===== src/rtl/wb_stage_pkg.sv =====
// Shared widths and the EXM->WB entry layout for the writeback stage.
package wb_stage_pkg;
   localparam int XLEN            = 32;
   localparam int RF_AW           = 5;
   localparam int ES_TO_WS_BUS_WD = 70;
   localparam int FORWARD_BUS_WD  = 38;
   localparam int CNT_W           = 64;

   // Field order matches the packed bus: gr_we at the top, pc in the low word.
   typedef struct packed {
      logic             gr_we;
      logic [RF_AW-1:0] dest;
      logic [XLEN-1:0]  result;
      logic [XLEN-1:0]  pc;
   } ws_entry_t;
endpackage


===== src/rtl/wb_stage_regfile.sv =====
// 32x32 architectural register file: two async read ports with write-through
// bypass, one synchronous write port, r0 hardwired to zero.
module wb_stage_regfile
   import wb_stage_pkg::*;
(
   input  logic             clk,
   input  logic             reset,
   input  logic             we_i,
   input  logic [RF_AW-1:0] waddr_i,
   input  logic [XLEN-1:0]  wdata_i,
   input  logic [RF_AW-1:0] raddr1_i,
   output logic [XLEN-1:0]  rdata1_o,
   input  logic [RF_AW-1:0] raddr2_i,
   output logic [XLEN-1:0]  rdata2_o
);
   logic [XLEN-1:0] rf_q [2**RF_AW];

   always_ff @(posedge clk) begin
      if (reset) begin
         for (int i = 0; i < 2**RF_AW; i++) rf_q[i] <= '0;
      end else if (we_i && (waddr_i != '0)) begin
         rf_q[waddr_i] <= wdata_i;
      end
   end

   // Bypass lets ID see the value being retired this cycle.
   always_comb begin
      rdata1_o = rf_q[raddr1_i];
      if (raddr1_i == '0)                        rdata1_o = '0;
      else if (we_i && (raddr1_i == waddr_i))    rdata1_o = wdata_i;
   end

   always_comb begin
      rdata2_o = rf_q[raddr2_i];
      if (raddr2_i == '0)                        rdata2_o = '0;
      else if (we_i && (raddr2_i == waddr_i))    rdata2_o = wdata_i;
   end
endmodule


===== src/rtl/wb_stage.sv =====
// Writeback stage: holds the EXM result, retires it into the register file,
// forwards it back to EXM and reports it on the trace/difftest port.
module wb_stage
   import wb_stage_pkg::*;
(
   input  logic                       clk,
   input  logic                       reset,
   input  logic                       es_to_ws_valid,
   input  logic [ES_TO_WS_BUS_WD-1:0] es_to_ws_bus,
   output logic                       ws_ready,
   input  logic                       halt_req,
   input  logic [RF_AW-1:0]           rf_raddr1,
   output logic [XLEN-1:0]            rf_rdata1,
   input  logic [RF_AW-1:0]           rf_raddr2,
   output logic [XLEN-1:0]            rf_rdata2,
   output logic [FORWARD_BUS_WD-1:0]  wb_forward_bus,
   output logic [XLEN-1:0]            debug_wb_pc,
   output logic [3:0]                 debug_wb_rf_we,
   output logic [RF_AW-1:0]           debug_wb_rf_wnum,
   output logic [XLEN-1:0]            debug_wb_rf_wdata,
   output logic [CNT_W-1:0]           retire_cnt
);
   ws_entry_t        bus_q, bus_d;
   logic             valid_q, valid_d;
   logic [CNT_W-1:0] cnt_q, cnt_d;
   logic             retire;
   logic             rf_we;
   logic             writes_rf;

   assign ws_ready  = ~halt_req;
   assign retire    = valid_q & ws_ready;
   assign writes_rf = bus_q.gr_we & (bus_q.dest != '0);
   assign rf_we     = retire & writes_rf;

   always_comb begin
      valid_d = valid_q;
      bus_d   = bus_q;
      if (ws_ready) begin
         valid_d = es_to_ws_valid;
         bus_d   = ws_entry_t'(es_to_ws_bus);
      end
      cnt_d = cnt_q + CNT_W'(retire);
   end

   // Reset drops any held entry without retiring it.
   always_ff @(posedge clk) begin
      if (reset) begin
         valid_q <= 1'b0;
         bus_q   <= '0;
         cnt_q   <= '0;
      end else begin
         valid_q <= valid_d;
         bus_q   <= bus_d;
         cnt_q   <= cnt_d;
      end
   end

   wb_stage_regfile u_regfile (
      .clk      (clk),
      .reset    (reset),
      .we_i     (rf_we),
      .waddr_i  (bus_q.dest),
      .wdata_i  (bus_q.result),
      .raddr1_i (rf_raddr1),
      .rdata1_o (rf_rdata1),
      .raddr2_i (rf_raddr2),
      .rdata2_o (rf_rdata2)
   );

   // Forward stays asserted through a halt: the value is still the newest one.
   assign wb_forward_bus    = {valid_q & writes_rf, bus_q.dest, bus_q.result};
   assign debug_wb_pc       = valid_q ? bus_q.pc : '0;
   assign debug_wb_rf_we    = {4{rf_we}};
   assign debug_wb_rf_wnum  = bus_q.dest;
   assign debug_wb_rf_wdata = bus_q.result;
   assign retire_cnt        = cnt_q;
endmodule


===== config.mk =====
export PLATFORM = sky130hd
export DESIGN_NAME = wb_stage
export DESIGN_NICKNAME = d
export VERILOG_FILES = /design/src/rtl/wb_stage_pkg.sv /design/src/rtl/wb_stage_regfile.sv /design/src/rtl/wb_stage.sv
export SDC_FILE = /design/constraint.sdc
export NUM_CORES = 2
export LEC_CHECK = 0
export BUFFER_PORTS_ARGS = -buffer_cell sky130_fd_sc_hd__buf_4
export CAP_MARGIN = 0
export CORE_UTILIZATION = 28
export DETAILED_ROUTE_END_ITERATION = 6
export PLACE_DENSITY_LB_ADDON = 0.08
export REMOVE_ABC_BUFFERS = 1
export SLEW_MARGIN = 10
export SYNTH_ARGS = -nofsm -noshare
export SYNTH_HDL_FRONTEND = slang
export SYNTH_SLANG_ARGS = --single-unit

===== constraint.sdc =====
create_clock -name clk -period 3.6 [get_ports clk]
set_input_delay 0.72 -clock clk [delete_from_list [all_inputs] [get_ports clk]]
set_output_delay 0.72 -clock clk [all_outputs]
set_load 0.02 [all_outputs]

# Yosys cells after proc, flatten, opt, wreduce, memory -nomap -nowiden
# Memories as Yosys holds them, arrays and structs flattened.
# Index checks and enable logic that the tools add are counted.
[totals] output_inout_bits=240 ramBits=1024 mem_count=1 input_bits=84 word_cells=35 reg_bits=135
[memory_table] name="u_regfile.rf_q" depth=32 width=32 read_ports=2 rd_ports_with_merged_regs=0 wr=32 line_no="wb_stage_regfile.sv:16" rtl="logic [XLEN-1:0] rf_q [2**RF_AW];"
[op_classes] add_sub_neg=1 reduce_logical=7 n_eq_ne=2 muxes=13 bitwise=5
[op_table] operator="2-to-1 mux 32 bit" n=6
[op_table] operator="adder 64 x 1 -> 64 bit" n=1
[op_table] operator="OR reduction 32 bit" n=1
[op_table] operator="== test 5 bit" n=2
[op_table] operator="logical NOT 5 bit" n=2
[op_table] operator="2-to-1 mux 1 bit" n=6
[op_table] operator="2-to-1 mux 5 bit" n=1
[op_table] operator="nonzero test 5 bit" n=1
[op_table] operator="bitwise AND 1 bit" n=4
[op_table] operator="logical AND 1 bit" n=3
[op_table] operator="inverter 1 bit" n=1

# Logic depth before layout (Yosys ltp)
[depth] ltp_word=9 ltp_mapped=11

# Cells and area by module
# A second synthesis with hierarchy kept.
[hier_totals] cells_unflattened=4451 hier_area_um2=61034.8
[by_module_without_submodules] mod="wb_stage_regfile" cells_each=3740 seq_area_each_um2=30749.5 area_each_um2=54722.5 n_inst=1
[by_module_without_submodules] mod="wb_stage" cells_each=711 seq_area_each_um2=2702.6 area_each_um2=6312.3 n_inst=1

# Worst setup path before layout
# No wires, ideal clock.
[synth_path] path_type="input-to-output" start="input port rf_raddr1[0]" end="output port rf_rdata1[30]" cell_stages=9 path_buffers=4 setup_slack_ns=0.064 t_arrival_ns=2.816 required_ns=2.880 path_cell_list="buf_2 > buf_4 > buf_2 > buf_4 > mux2i_1 > a22o_1 > a2111oi_0 > a32oi_1 > a211oi_1"
[synth_via] elab_chain_cells=4
[synth_rtl] element="start, declared" line_no="wb_stage.sv:12" rtl="input logic [RF_AW-1:0] rf_raddr1,"
[synth_rtl] element="branches (longest 3 deep; another with memory (32 x 32 bit))"
[synth_rtl] element="2-to-1 mux 32 bit (*)" line_no="wb_stage_regfile.sv:29" rtl="if (raddr1_i == '0) rdata1_o = '0;"
[synth_rtl] element="end, declared" line_no="wb_stage.sv:13" rtl="output logic [XLEN-1:0] rf_rdata1,"
# Every way passes the cells marked *.

# Worst setup path in the final report
[layout_path] start="input port rf_raddr2[2]" end="output port rf_rdata2[27]"
[layout_via] elab_chain_cells=4
[layout_rtl] element="start, declared" line_no="wb_stage.sv:14" rtl="input logic [RF_AW-1:0] rf_raddr2,"
[layout_rtl] element="branches (longest 3 deep; another with memory (32 x 32 bit))"
[layout_rtl] element="2-to-1 mux 32 bit (*)" line_no="wb_stage_regfile.sv:35" rtl="if (raddr2_i == '0) rdata2_o = '0;"
[layout_rtl] element="end, declared" line_no="wb_stage.sv:15" rtl="output logic [XLEN-1:0] rf_rdata2,"
# Marks and branches as above.

==> metrics.txt <==
status=finished with violations; failing checks=negative setup slack; async set-or-reset flop fraction in the synthesized netlist=0%; RR Startpoint=valid_q$_SDFFE_PP0N_; Root Buffer=clkbuf_16; met2 wire len=128000 µm; die area=approximately 220000 µm²; Area Overhead vs Synth=27.4%; worst hold path endpoint=debug_wb_rf_wdata[9]$_SDFFE_PP0N_; Commonest cells post-synth=and2_1 (1026), edfxtp_1 (1024), mux4_2 (385), clkbuf_1 (342), nor2_1 (316); DRC viols=0; layout cells sized above 1=36.5%; Max-slew headroom=28.4%; Worst Tran Pin Value=about 1.1 ns; HP Class=input pin to register; Final Hold Viols=0; Power Dens Cells=447 nW/µm²; TritonRoute pass-1 iters=5; simple-gate portion of the synthesized area=approximately 16%; global-route usage over all layers=24.0%; starting density of the core=28.2%; wl on met1=117000 µm; Netlist cell types=55; RSZ-0062 raised after global routing=true; antenna violations before repair=18; Post-synth top flop=edfxtp_1; Finish-stage setup viols=34; top-level I/O count=324; clock-pin slew on the worst setup and hold paths=approximately 0.06 ns; vias per inst=5.25; FF-to-FF setup slack=0.70 ns; Layout Skew=0.0407 ns; Detailed Route WL=270000 µm; number of max-cap violations=0; sequential fraction of the synthesis area=54.4%; via count=about 43000; post-synthesis adder-cell area fraction=0.0407%; hold buffer count at cts=0; initial DRC count=3924; first-pass GRT wire length=roughly 370000 µm; f_max=around 270 MHz; Clock Path Buffers=3; Worst EP required=2.88 ns; CP Data Arrival Time=3.01 ns; Remaining Overflow, GRT=0; number of fill cells=21000; hold wc startpoint=es_to_ws_bus[41]; ranking of synthesized cells by area=edfxtp_1 (50%), mux4_2 (14%), and2_1 (10%); highest routed layer=met5; crit path kind=input pin to primary output; H-tree levels=4; Synth Area in Compound Gates=4.33%; main combinational cell family by area after synthesis=multiplexers; max-slew violation count=0; Core Area=218000 µm²; ANT nets after route=0; hold depth=3; Setup TNS Final=-1.64 ns; maximum number of pins on one net before global-route repair=112; R2R cell count=11; Worst setup SP type=input pin; CTS Sinks=1159; met3 WL=about 14000 µm; Yosys reg bits=about 1200; Post-synth EDFFs=between 1000 and 1500; Setup crit end kind=primary output; Yosys top cell area share=50.0%; Reg-to-Reg End=retire_cnt[40]$_SDFF_PP0_; # rows=171; Crit Path Max Fanout=14; Pleak=29.3 nW; multiplexer area fraction after synthesis=20.7%; TritonCTS buffer count=150; post-synthesis cell count=4609; fin worst setup slack=-0.134 ns; Final Cycle Share=104%; Syn Area/Cell=13.3 µm²; mapped cell area=61400 µm²; DP HPWL=~180000 µm; largest area contributor in the netlist=edfxtp_1; Final min period=around 3.7 ns; WL per Instance=33.1 µm; xor-xnor portion of the synthesized cell area=0.470%; CTS tree=done; Die Y=around 470 µm; vias in the first global route=43800; worst skew pair latency=0.81 ns; PortBufs=323; GPL Wtd Cong=0.851; Yosys warning count=0; count leader, synth=and2_1; Final Power=around 35 mW; die width=470 µm; VDD IR-drop max=459 µV; Nets=5255
-- worst max-delay path, cell delays in order --
cell and delay (ns):
buf_6 0.25, or3b_2 0.32, buf_4 0.28, o221ai_1 0.17, a211oi_1 0.70, nor3_2 0.12, nor3_2 0.20, buf_4 0.17
-- logic make-up (layout without fill, tap and decap cells) --
group                      after synthesis  in the layout
AOI/OAI and AO/OA                      355            355
xor gates and xnor gates                33             33
adders and majority gates                2              2
buffers and inverters                  542           1194
DFF                                   1159           1159
muxes                                  775            775
other                                    1             46
and+or+nand+nor                       1742           1742
-- worst max path at each step --
stage | from | to | slack [ns] | depth (start not counted)
2_1_floorplan | rf_raddr1[1] | rf_rdata1[0] | -0.75 | 3
3_3_place_gp | rf_raddr1[0] | rf_rdata1[2] | -0.77 | 10
3_5_place_dp | rf_raddr1[0] | rf_rdata1[2] | -0.75 | 10
4_1_cts | debug_wb_rf_wnum[2]$_SDFFE_PP0N_ | rf_rdata2[13] | -0.20 | 8
5_1_grt | debug_wb_rf_wnum[2]$_SDFFE_PP0N_ | rf_rdata2[17] | -0.17 | 8
6_report | rf_raddr2[2] | rf_rdata2[27] | -0.13 | 8
-- area by class of cell --
type                       count  area (µm²)  area share (%)
antenna                       14        35.0          0.0448
clock buffer                 221        4330            5.53
clock inverter                54         410           0.524
inverter                       9        33.8          0.0432
multi-input combinational   2939       27500            35.1
sequential                  1159       33500            42.8
tap                         2854        3570            4.56
timing repair buffer         910        8920            11.4
-- repair_timing --
item / in CTS / in global routing
gates cloned: 6 / 6
setup buffers: 23 / 26
pin swaps: 89 / 30
resized for setup: 318 / 94
endpoints found under the setup margin: 64 / 64
-- layer usage --
| metal | up-vias | global-route usage (%) |
|---|---|---|
| li1 | 18400 | - |
| met1 | 22500 | 32.3 |
| met5 | - | 0 |
| met2 | 1579 | 39.3 |
| met4 | 2 | 8.65 |
| met3 | 356 | 3.20 |
-- stage by stage --
step                      cells  setup WS, ns  utilization (%)  instance area, µm²  hold slack (ns)
after detailed placement   7833        -0.755             32.6               70900            0.482
after global routing       8149        -0.167             36.0               78200            0.116
after CTS                  8118        -0.205             35.6               77500           0.0855
final                      8160        -0.134             36.0               78300            0.146
after floorplan            4107        -0.754                -               59100            0.455
after global placement     7833        -0.767             32.6               70900            0.466
-- state kept, by name, indices dropped and copies added, names as in the netlist --
name and flops:
bus_q 33, u_regfile.rf_q 1024, valid_q 1, retire_cnt 64, debug_wb_rf_wnum 5, debug_wb_rf_wdata 32
-- report_power, final --
group | leakage (nW) | internal, mW | total [mW] | switching [mW]
sequential | 11.6 | 15.1 | 15.4 | 0.344
clock | 2.32 | 8.60 | 14.8 | 6.24
combinational | 15.3 | 2.03 | 4.74 | 2.71
total | 29.3 | 25.7 | 35.0 | 9.29
-- cell usage in the layout, fill, tap and decap left out, drive strengths merged, types with 17 or more instances in the layout --
master     n
buf      901
or4       17
clkinv    47
mux2i    260
o221ai    61
clkbuf   227
mux2     130
and2    1026
a221o     47
xor2      17
edfxtp  1024
or3       26
dfxtp    135
a21oi     47
o22ai     61
nor2     316
o21ai     20
nand2     39
mux4     385
a211oi    65
or2       34
nand3     27
nor3     187
conb      32
Power figures use the tool's default switching activity.
